`src/rtl/conv_layer_sequencer.sv`:
```
// rtl/conv_layer_sequencer.sv - layer pass sequencer for the WIDTH-lane dot-product datapath
//
// Issues num_outputs x num_chunks slice read requests. It keeps the datapath
// enabled while slices are in flight. Each partial leaving the datapath is
// tagged with its output index and a last-chunk flag.
//
// Ports:
//   clk, reset            clock, asynchronous active-low reset
//   start                 one-cycle command pulse, sampled only in IDLE
//   num_outputs           output neurons this pass
//   num_chunks            WIDTH-slices per output
//   in_base, wt_base      input vector / weight matrix base addresses
//   rd_req, rd_gnt        slice read request / acceptance handshake
//   in_addr, wt_addr      slice addresses, valid while rd_req
//   rd_valid              slice data on datapath inputs this cycle (in order)
//   dp_enable             datapath enable (adders clear while low)
//   res_valid             datapath out_data holds a valid partial
//   res_last, res_index   tag of the partial on out_data
//   busy, done            pass status, done is a one-cycle pulse
//   err                   sticky: rd_valid seen with nothing outstanding
module conv_layer_sequencer #(
    parameter int WIDTH    = 8,
    parameter int PIPE_LAT = 27,
    parameter int ADDR_W   = 16,
    parameter int MAX_OUT  = 4
) (
    input  logic              clk,
    input  logic              reset,
    input  logic              start,
    input  logic [15:0]       num_outputs,
    input  logic [7:0]        num_chunks,
    input  logic [ADDR_W-1:0] in_base,
    input  logic [ADDR_W-1:0] wt_base,
    output logic              rd_req,
    input  logic              rd_gnt,
    output logic [ADDR_W-1:0] in_addr,
    output logic [ADDR_W-1:0] wt_addr,
    input  logic              rd_valid,
    output logic              dp_enable,
    output logic              res_valid,
    output logic              res_last,
    output logic [15:0]       res_index,
    output logic              busy,
    output logic              done,
    output logic              err
);

    localparam int OUT_W = $clog2(MAX_OUT + 1);
    localparam logic [OUT_W-1:0]  MAX_OUT_C = OUT_W'(MAX_OUT);
    localparam logic [ADDR_W-1:0] STRIDE    = ADDR_W'(WIDTH);

    typedef enum logic [2:0] {
        ST_IDLE,
        ST_ISSUE,
        ST_WAIT,
        ST_DRAIN,
        ST_DONE
    } state_t;

    state_t state;
    state_t state_nxt;

    // Latched pass configuration
    logic [15:0]       cfg_outputs;
    logic [7:0]        cfg_chunks;
    logic [ADDR_W-1:0] cfg_in_base;

    // Request-side position
    logic [7:0]        chunk_cnt;
    logic [15:0]       out_cnt;

    // Response-side position, advanced by rd_valid only
    logic [7:0]        resp_chunk;
    logic [15:0]       resp_out;

    logic [OUT_W-1:0]  outstanding;
    logic [OUT_W-1:0]  outstanding_nxt;

    // Tag shift register, one stage per datapath cycle. Stage 0 is loaded
    // with the tag of the slice entering the datapath. The last stage lines up
    // with out_data.
    logic [PIPE_LAT-1:0]       tag_valid;
    logic [PIPE_LAT-1:0]       tag_last;
    logic [PIPE_LAT-1:0][15:0] tag_index;

    logic grant;
    logic valid_ok;
    logic chunk_wrap;
    logic last_grant;
    logic resp_is_last;
    logic pipe_drains;
    logic err_q;

    assign grant        = rd_req & rd_gnt;
    // A response counts only while requests can be in flight. Anything else is a
    // protocol error and is kept out of the tag pipe.
    assign valid_ok     = rd_valid && (outstanding != '0) &&
                          ((state == ST_ISSUE) || (state == ST_WAIT));
    assign chunk_wrap   = (chunk_cnt == (cfg_chunks - 8'd1));
    assign last_grant   = chunk_wrap && (out_cnt == (cfg_outputs - 16'd1));
    assign resp_is_last = (resp_chunk == (cfg_chunks - 8'd1));
    // The pipe is empty after this edge when nothing sits ahead of the
    // output stage. DONE then follows the final res_valid directly.
    assign pipe_drains  = ~|tag_valid[PIPE_LAT-2:0];

    assign res_valid = tag_valid[PIPE_LAT-1];
    assign res_last  = tag_last[PIPE_LAT-1];
    assign res_index = tag_index[PIPE_LAT-1];
    assign err       = err_q;

    always_comb begin
        outstanding_nxt = outstanding;
        if (grant && !valid_ok) begin
            outstanding_nxt = outstanding + OUT_W'(1);
        end else if (!grant && valid_ok) begin
            outstanding_nxt = outstanding - OUT_W'(1);
        end
    end

    always_ff @(posedge clk or negedge reset) begin
        if (!reset) begin
            state <= ST_IDLE;
        end else begin
            state <= state_nxt;
        end
    end

    always_comb begin
        state_nxt = state;
        rd_req    = 1'b0;
        dp_enable = 1'b0;
        busy      = 1'b1;
        done      = 1'b0;
        case (state)
            ST_IDLE: begin
                busy = 1'b0;
                if (start) begin
                    if ((num_outputs == 16'd0) || (num_chunks == 8'd0)) begin
                        state_nxt = ST_DONE;
                    end else begin
                        state_nxt = ST_ISSUE;
                    end
                end
            end
            ST_ISSUE: begin
                dp_enable = 1'b1;
                rd_req    = (outstanding < MAX_OUT_C);
                if (grant && last_grant) begin
                    state_nxt = ST_WAIT;
                end
            end
            ST_WAIT: begin
                dp_enable = 1'b1;
                if (outstanding_nxt == '0) begin
                    state_nxt = ST_DRAIN;
                end
            end
            ST_DRAIN: begin
                dp_enable = 1'b1;
                if (pipe_drains) begin
                    state_nxt = ST_DONE;
                end
            end
            ST_DONE: begin
                done      = 1'b1;
                state_nxt = ST_IDLE;
            end
            default: begin
                state_nxt = ST_IDLE;
            end
        endcase
    end

    always_ff @(posedge clk or negedge reset) begin
        if (!reset) begin
            cfg_outputs <= '0;
            cfg_chunks  <= '0;
            cfg_in_base <= '0;
            in_addr     <= '0;
            wt_addr     <= '0;
            chunk_cnt   <= '0;
            out_cnt     <= '0;
            resp_chunk  <= '0;
            resp_out    <= '0;
            outstanding <= '0;
            err_q       <= 1'b0;
        end else begin
            if ((state == ST_IDLE) && start) begin
                cfg_outputs <= num_outputs;
                cfg_chunks  <= num_chunks;
                cfg_in_base <= in_base;
                in_addr     <= in_base;
                wt_addr     <= wt_base;
                chunk_cnt   <= '0;
                out_cnt     <= '0;
                resp_chunk  <= '0;
                resp_out    <= '0;
            end

            if (grant) begin
                // Weights are row-major, so wt_addr just keeps striding. The
                // input vector is re-read from its base for every output.
                wt_addr <= wt_addr + STRIDE;
                if (chunk_wrap) begin
                    chunk_cnt <= '0;
                    in_addr   <= cfg_in_base;
                    out_cnt   <= out_cnt + 16'd1;
                end else begin
                    chunk_cnt <= chunk_cnt + 8'd1;
                    in_addr   <= in_addr + STRIDE;
                end
            end

            if (valid_ok) begin
                if (resp_is_last) begin
                    resp_chunk <= '0;
                    resp_out   <= resp_out + 16'd1;
                end else begin
                    resp_chunk <= resp_chunk + 8'd1;
                end
            end

            outstanding <= outstanding_nxt;

            if (rd_valid && !valid_ok) begin
                err_q <= 1'b1;
            end
        end
    end

    // Shifts every cycle. Bubbles enter as all-zero tags, which keeps res_valid
    // at a fixed PIPE_LAT cycles behind its rd_valid.
    always_ff @(posedge clk or negedge reset) begin
        if (!reset) begin
            tag_valid <= '0;
            tag_last  <= '0;
            tag_index <= '0;
        end else begin
            tag_valid <= {tag_valid[PIPE_LAT-2:0], valid_ok};
            tag_last  <= {tag_last[PIPE_LAT-2:0], valid_ok & resp_is_last};
            tag_index <= {tag_index[PIPE_LAT-2:0], (valid_ok ? resp_out : 16'd0)};
        end
    end

endmodule

```
`config.mk`:
```
export PLATFORM = sky130hd
export DESIGN_NAME = conv_layer_sequencer
export DESIGN_NICKNAME = d
export VERILOG_FILES = /design/src/rtl/conv_layer_sequencer.sv
export SDC_FILE = /design/constraint.sdc
export NUM_CORES = 1
export LEC_CHECK = 0
export CORE_UTILIZATION = 40
export DETAILED_ROUTE_END_ITERATION = 7
export HOLD_SLACK_MARGIN = 0.02
export PLACE_DENSITY = 0.58
export SLEW_MARGIN = 20
export SYNTH_ARGS = -nofsm -noshare
export SYNTH_HDL_FRONTEND = slang
export SYNTH_SLANG_ARGS = --single-unit
export TNS_END_PERCENT = 100
```
`constraint.sdc`:
```
create_clock -name clk -period 4.5 [get_ports clk]
set_input_delay 0.9 -clock clk [delete_from_list [all_inputs] [get_ports clk]]
set_output_delay 0.9 -clock clk [all_outputs]
set_load 0.1 [all_outputs]
```
**After elaboration in Yosys (flattened, before gate mapping)**

Cells that the tools add are included.

- Bits in registers: 613
- Input bits: 61
- Output and inout port bits: 55
- Word-level logic and storage cells: 116

- Add/subtract/negate cells: 10
- $lt $le $gt $ge: 1
- Equality and inequality tests: 11
- Mux-type cells: 29
- Bitwise gates (word level): 2
- Reduce and logical (&&, ||, !) cells: 22

Operator list:

| kind | number |
|---|---|
| two-way mux 16 bit | 12 |
| two-way mux 8 bit | 5 |
| adder 16 x 1 -> 16 bit, second input constant | 2 |
| adder 16 x 4 -> 16 bit, second input constant | 2 |
| OR reduction 26 bit | 1 |
| two-way mux 3 bit | 7 |
| adder 8 x 1 -> 8 bit, second input constant | 2 |
| == test 16 bit | 1 |
| == test 8 bit | 2 |
| logical NOT 16 bit | 1 |
| subtractor 16 x 1 -> 16 bit, second input constant | 1 |
| case mux 3 bit (4 select lines) | 1 |
| logical AND 1 bit | 8 |
| logical NOT 8 bit | 1 |
| subtractor 8 x 1 -> 8 bit, second input constant | 1 |
| == test 3 x 2 -> 1 bit, second input constant | 2 |
| logical NOT 3 bit | 2 |
| two-way mux 1 bit | 4 |
| inequality test 2 x 1 -> 1 bit, second input constant | 2 |
| inequality test 2 bit, second input constant | 2 |
| AND reduction 4 bit | 1 |
| nonzero test 2 bit | 2 |
| adder 3 x 1 -> 3 bit, second input constant | 1 |
| == test 3 x 1 -> 1 bit, second input constant | 1 |
| other kinds (8) | 11 |

**Depth between registers and ports, before layout**

- Depth in word-level cells: 10
- Gate-level depth with buffers: 11
- Depth with buffers taken out: 10

**Worst setup path after synthesis**

No wires, ideal clock.

- Path type: register -> output
- Start point: reg state[0]
- End point: out rd_req
- Arrival time: 1.963 ns
- Data required time: 3.600 ns
- Setup slack: 1.637 ns
- Cell stages (with the launch flop): 4
- Path through: dfrtp_1 > clkbuf_1 > nand3b_1 > nor2_1

- Longest elaborated chain between the ends: 2

RTL lines:

| element | RTL line | RTL |
|---|---|---|
| start: declaration | 60 | `state_t state;` |
| start signal: assignment | 124 | `state <= state_nxt;` |
| == test 3 x 1 -> 1 bit | 134 | `case (state)` |
| two-way mux 1 bit | 134 |  |
| end: declaration | 34 | `output logic rd_req,` |

Every way passes these cells.

**Final worst setup path**

- Start point: reg state[0]
- End point: out done

- Longest elaborated chain between the ends: 2

RTL lines:

| element | RTL line | RTL |
|---|---|---|
| == test 3 bit | 134 |  |
| two-way mux 1 bit | 134 |  |
| end: declaration | 44 | `output logic done,` |

Every way passes these cells.

==> reports/qor.txt <==
TritonCTS clock tree -> built
Antenna cells -> 0
Rel. slew slack -> 31.2%
Initial antenna violation count -> 0
Number of synthesized flops with an enable pin -> 0
Clk_lat worst skew -> 0.61 ns
Count leader, synth -> dfrtp_1
Maximum VDD drop -> 0.000388 V
Post-Route WL -> 32100 um
Number of remaining DRC errors -> 0
Fillers -> 4065
Effective utilization at floorplan -> 40.9%
Post-synthesis cell area -> 19600 um2
Ys Warns -> 0
Switching power share of the total -> 26.2%
Worst-path clk slew -> 0.06 ns
# setup viols final -> 0
CORE AREA -> 48000 um2
Cell internal pwr -> 9.35 mW
Min-Delay Path Class -> input pin to asynchronous set/reset pin
First-pass GRT wire length -> 54700 um
Clk_skew -> 0.0153 ns
Top Ports -> 116
Switch Pwr -> 3.31 mW
Setup bufs post-CTS -> 0
Yosys cell types -> 65
Syn Area/Cell -> 14.6 um2
#FFs+latches synth -> 613
Final hold slack -> 0.157 ns
Mapped Nets -> 1419
Arrival @ worst endpoint -> 2.69 ns
Fmax -> 279 MHz
Num CTS Buffers -> 58
RSZ-0062 raised after global routing -> no
Die width -> 224 um
Fin. Hold Viols -> 0
Die ar. -> 50000 um2
CTS root buffer -> clkbuf_16
R2r startpoint -> cfg_chunks[0]
Sequential share of the synthesized area -> 78.1%
Yosys top cell area share -> 78.1%
I/O Buffers -> 115
Crit-path cells -> nor2_1 > and2_1 > clkdlybuf4s50_1
Worst path slowest cell -> clkdlybuf4s50_1
Status -> completed
Synth area leader -> dfrtp_1
CP delay by family, top -> buffers and inverters
Max incr delay on CP -> 1.13 ns
Final core utilization -> 49.2%
Number of DRC markers in iteration 0 -> 639
Worst Setup End Kind -> output port
PD cells -> 536 nW/um2
Crit path launch -> state[0]
Top cells by area, synth -> dfrtp_1 78%, nand2_1 4.0%, o21ai_0 1.4%
Drt pass-1 iters -> 5
R2R depth -> 9
Worst EP required -> 3.60 ns
Nets -> 1557
Asr flop ratio synth -> 100%
Layout cell share with drive strength beyond 1 -> 9.13%
Via/cell ratio -> 4.80
Via count -> 10300
Final worst slack -> 0.914 ns
Seq pwr share -> 47.1%
Leak -> 11.9 nW
Tmin final -> 3.59 ns
Crit share post-route -> 79.7%
FF-to-FF End -> out_cnt[6]
Wirelength per Cell -> 14.9 um
Clk sinks -> 613
DPL Wire Length -> 19600 um
PostCTS Resize Cnt -> 0
Combinational share of power -> 11.9%
Max-slew violations -> 0
Reg2reg setup slack -> 1.16 ns
Main synth FF type -> dfrtp_1
Max cap viols -> 0
Setup WS pre-CTS -> 1.13 ns
WS Path Type -> flip-flop to output port
Area Overhead vs Synth -> 20.3%
CTS Hold Bufs -> 0
Chip height -> 224 um
RePlAce Congestion -> 0.799
Final ANT Viol Nets -> 0
Largest net degree at the start of global routing -> 130
CTS H-tree depth -> 2
Vias in the first global route -> 10800
Bufs and invs on worst path -> 1
Post-Route Setup TNS -> 0 ns
Row count -> 80
Critical path fanouts, max -> 10
Post-Syn Instances -> 1347
Tot GR Track Use -> 13.5%
Kind of start point of the critical path -> flip-flop
Total power -> 12.7 mW
Clock buffer depth -> 3
Grt total ovfl -> 0
Synth top cells by count -> 613 x dfrtp_1, 210 x nand2_1, 54 x o21ai_0
Slew @ Worst Pin -> 1.03 ns
Clk network pwr share -> 41.0%
-- worst register-to-register path: cells and delay by family, from the launching register on --
family	cells	cell delay (ns)
compound gates	3	0.83
xor+xnor	1	0.27
fa+ha+maj	1	0.20
buf+inv	1	0.11
flops	1	0.45
simple gates	3	1.36
-- flip-flops by register name (all words and copies together) (netlist names), 16 cells and up --
register     cells
wt_addr         16
out_cnt         16
tag_index      416
cfg_outputs     16
tag_last        27
res_index       16
tag_valid       27
cfg_in_base     16
in_addr         16
resp_out        16
-- metrics by stage --
stage / instances / area [um2]
final: 2149 / 23600
after global placement: 2039 / 21500
after detailed placement: 2039 / 21500
after global routing: 2149 / 23600
after CTS: 2148 / 23600
after floorplan: 1347 / 19600
-- layout by cell type, fill, tap and decap left out, types with 13 or more instances in the layout --
| cell type | netlist | routed |
|---|---|---|
| buf_4 | 16 | 14 |
| clkdlybuf4s50_1 | 0 | 114 |
| and2_1 | 21 | 20 |
| nor3_1 | 25 | 25 |
| nor2_1 | 28 | 28 |
| o21ai_0 | 54 | 54 |
| nand2_1 | 210 | 209 |
| clkinv_2 | 0 | 13 |
| nor4_1 | 17 | 17 |
| inv_1 | 21 | 21 |
| and3_1 | 26 | 26 |
| xnor2_1 | 28 | 28 |
| mux2i_1 | 16 | 16 |
| nand3_1 | 38 | 38 |
| clkbuf_16 | 0 | 59 |
| xor2_1 | 13 | 13 |
| dfrtp_1 | 613 | 613 |
| a21oi_1 | 28 | 28 |
| clkbuf_8 | 0 | 14 |
-- layer usage --
metal | vias up | global-route usage [%] | routed length [um]
met5 | - | 0 | 0
met4 | 0 | 5.26 | 848
met3 | 59 | 2.78 | 1270
met2 | 196 | 21.6 | 15200
met1 | 5281 | 18.3 | 14700
li1 | 4788 | - | -
-- worst max-delay path by stage --
stage	depth (start not counted)	to	slack, ns
floorplan	3	rd_req	1.64
global placement	8	resp_out[11]	1.22
detailed placement	8	resp_out[8]	1.13
CTS	3	done	0.87
global route	3	done	0.83
finish	3	done	0.91
-- final cells by class --
type	instances	area, um2	area share (%)
flip-flops and latches	613	15300	64.9
clock buffers	81	1700	7.19
repair buffers	135	1390	5.88
well taps	615	769	3.26
multi-input cells	656	3920	16.6
clock inverters	28	428	1.81
inverters	21	78.8	0.334
-- power groups by stage --
| stage | combinational [mW] | clock (mW) | sequential [mW] |
|---|---|---|---|
| 6_report | 1.51 | 5.19 | 5.96 |
| 4_1_cts | 1.52 | 5.37 | 5.96 |
| 3_5_place_dp | 1.52 | 0 | 6.06 |
| 3_3_place_gp | 1.49 | 0 | 6.05 |
| 2_1_floorplan | 0.542 | 0 | 6.50 |
| 5_1_grt | 1.63 | 5.58 | 5.99 |
-- kinds of logic (layout without fill, tap and decap cells) --
logic type	Yosys count	after routing	synth area share, %
simple gates	422	422	10.4
xor+xnor	51	51	2.98
compound gates	154	154	4.87
flops	613	613	78.1
fa+ha+maj	11	11	0.701
buf+inv	78	265	1.95
mux	18	18	0.930
Power figures use the tool's default switching activity.
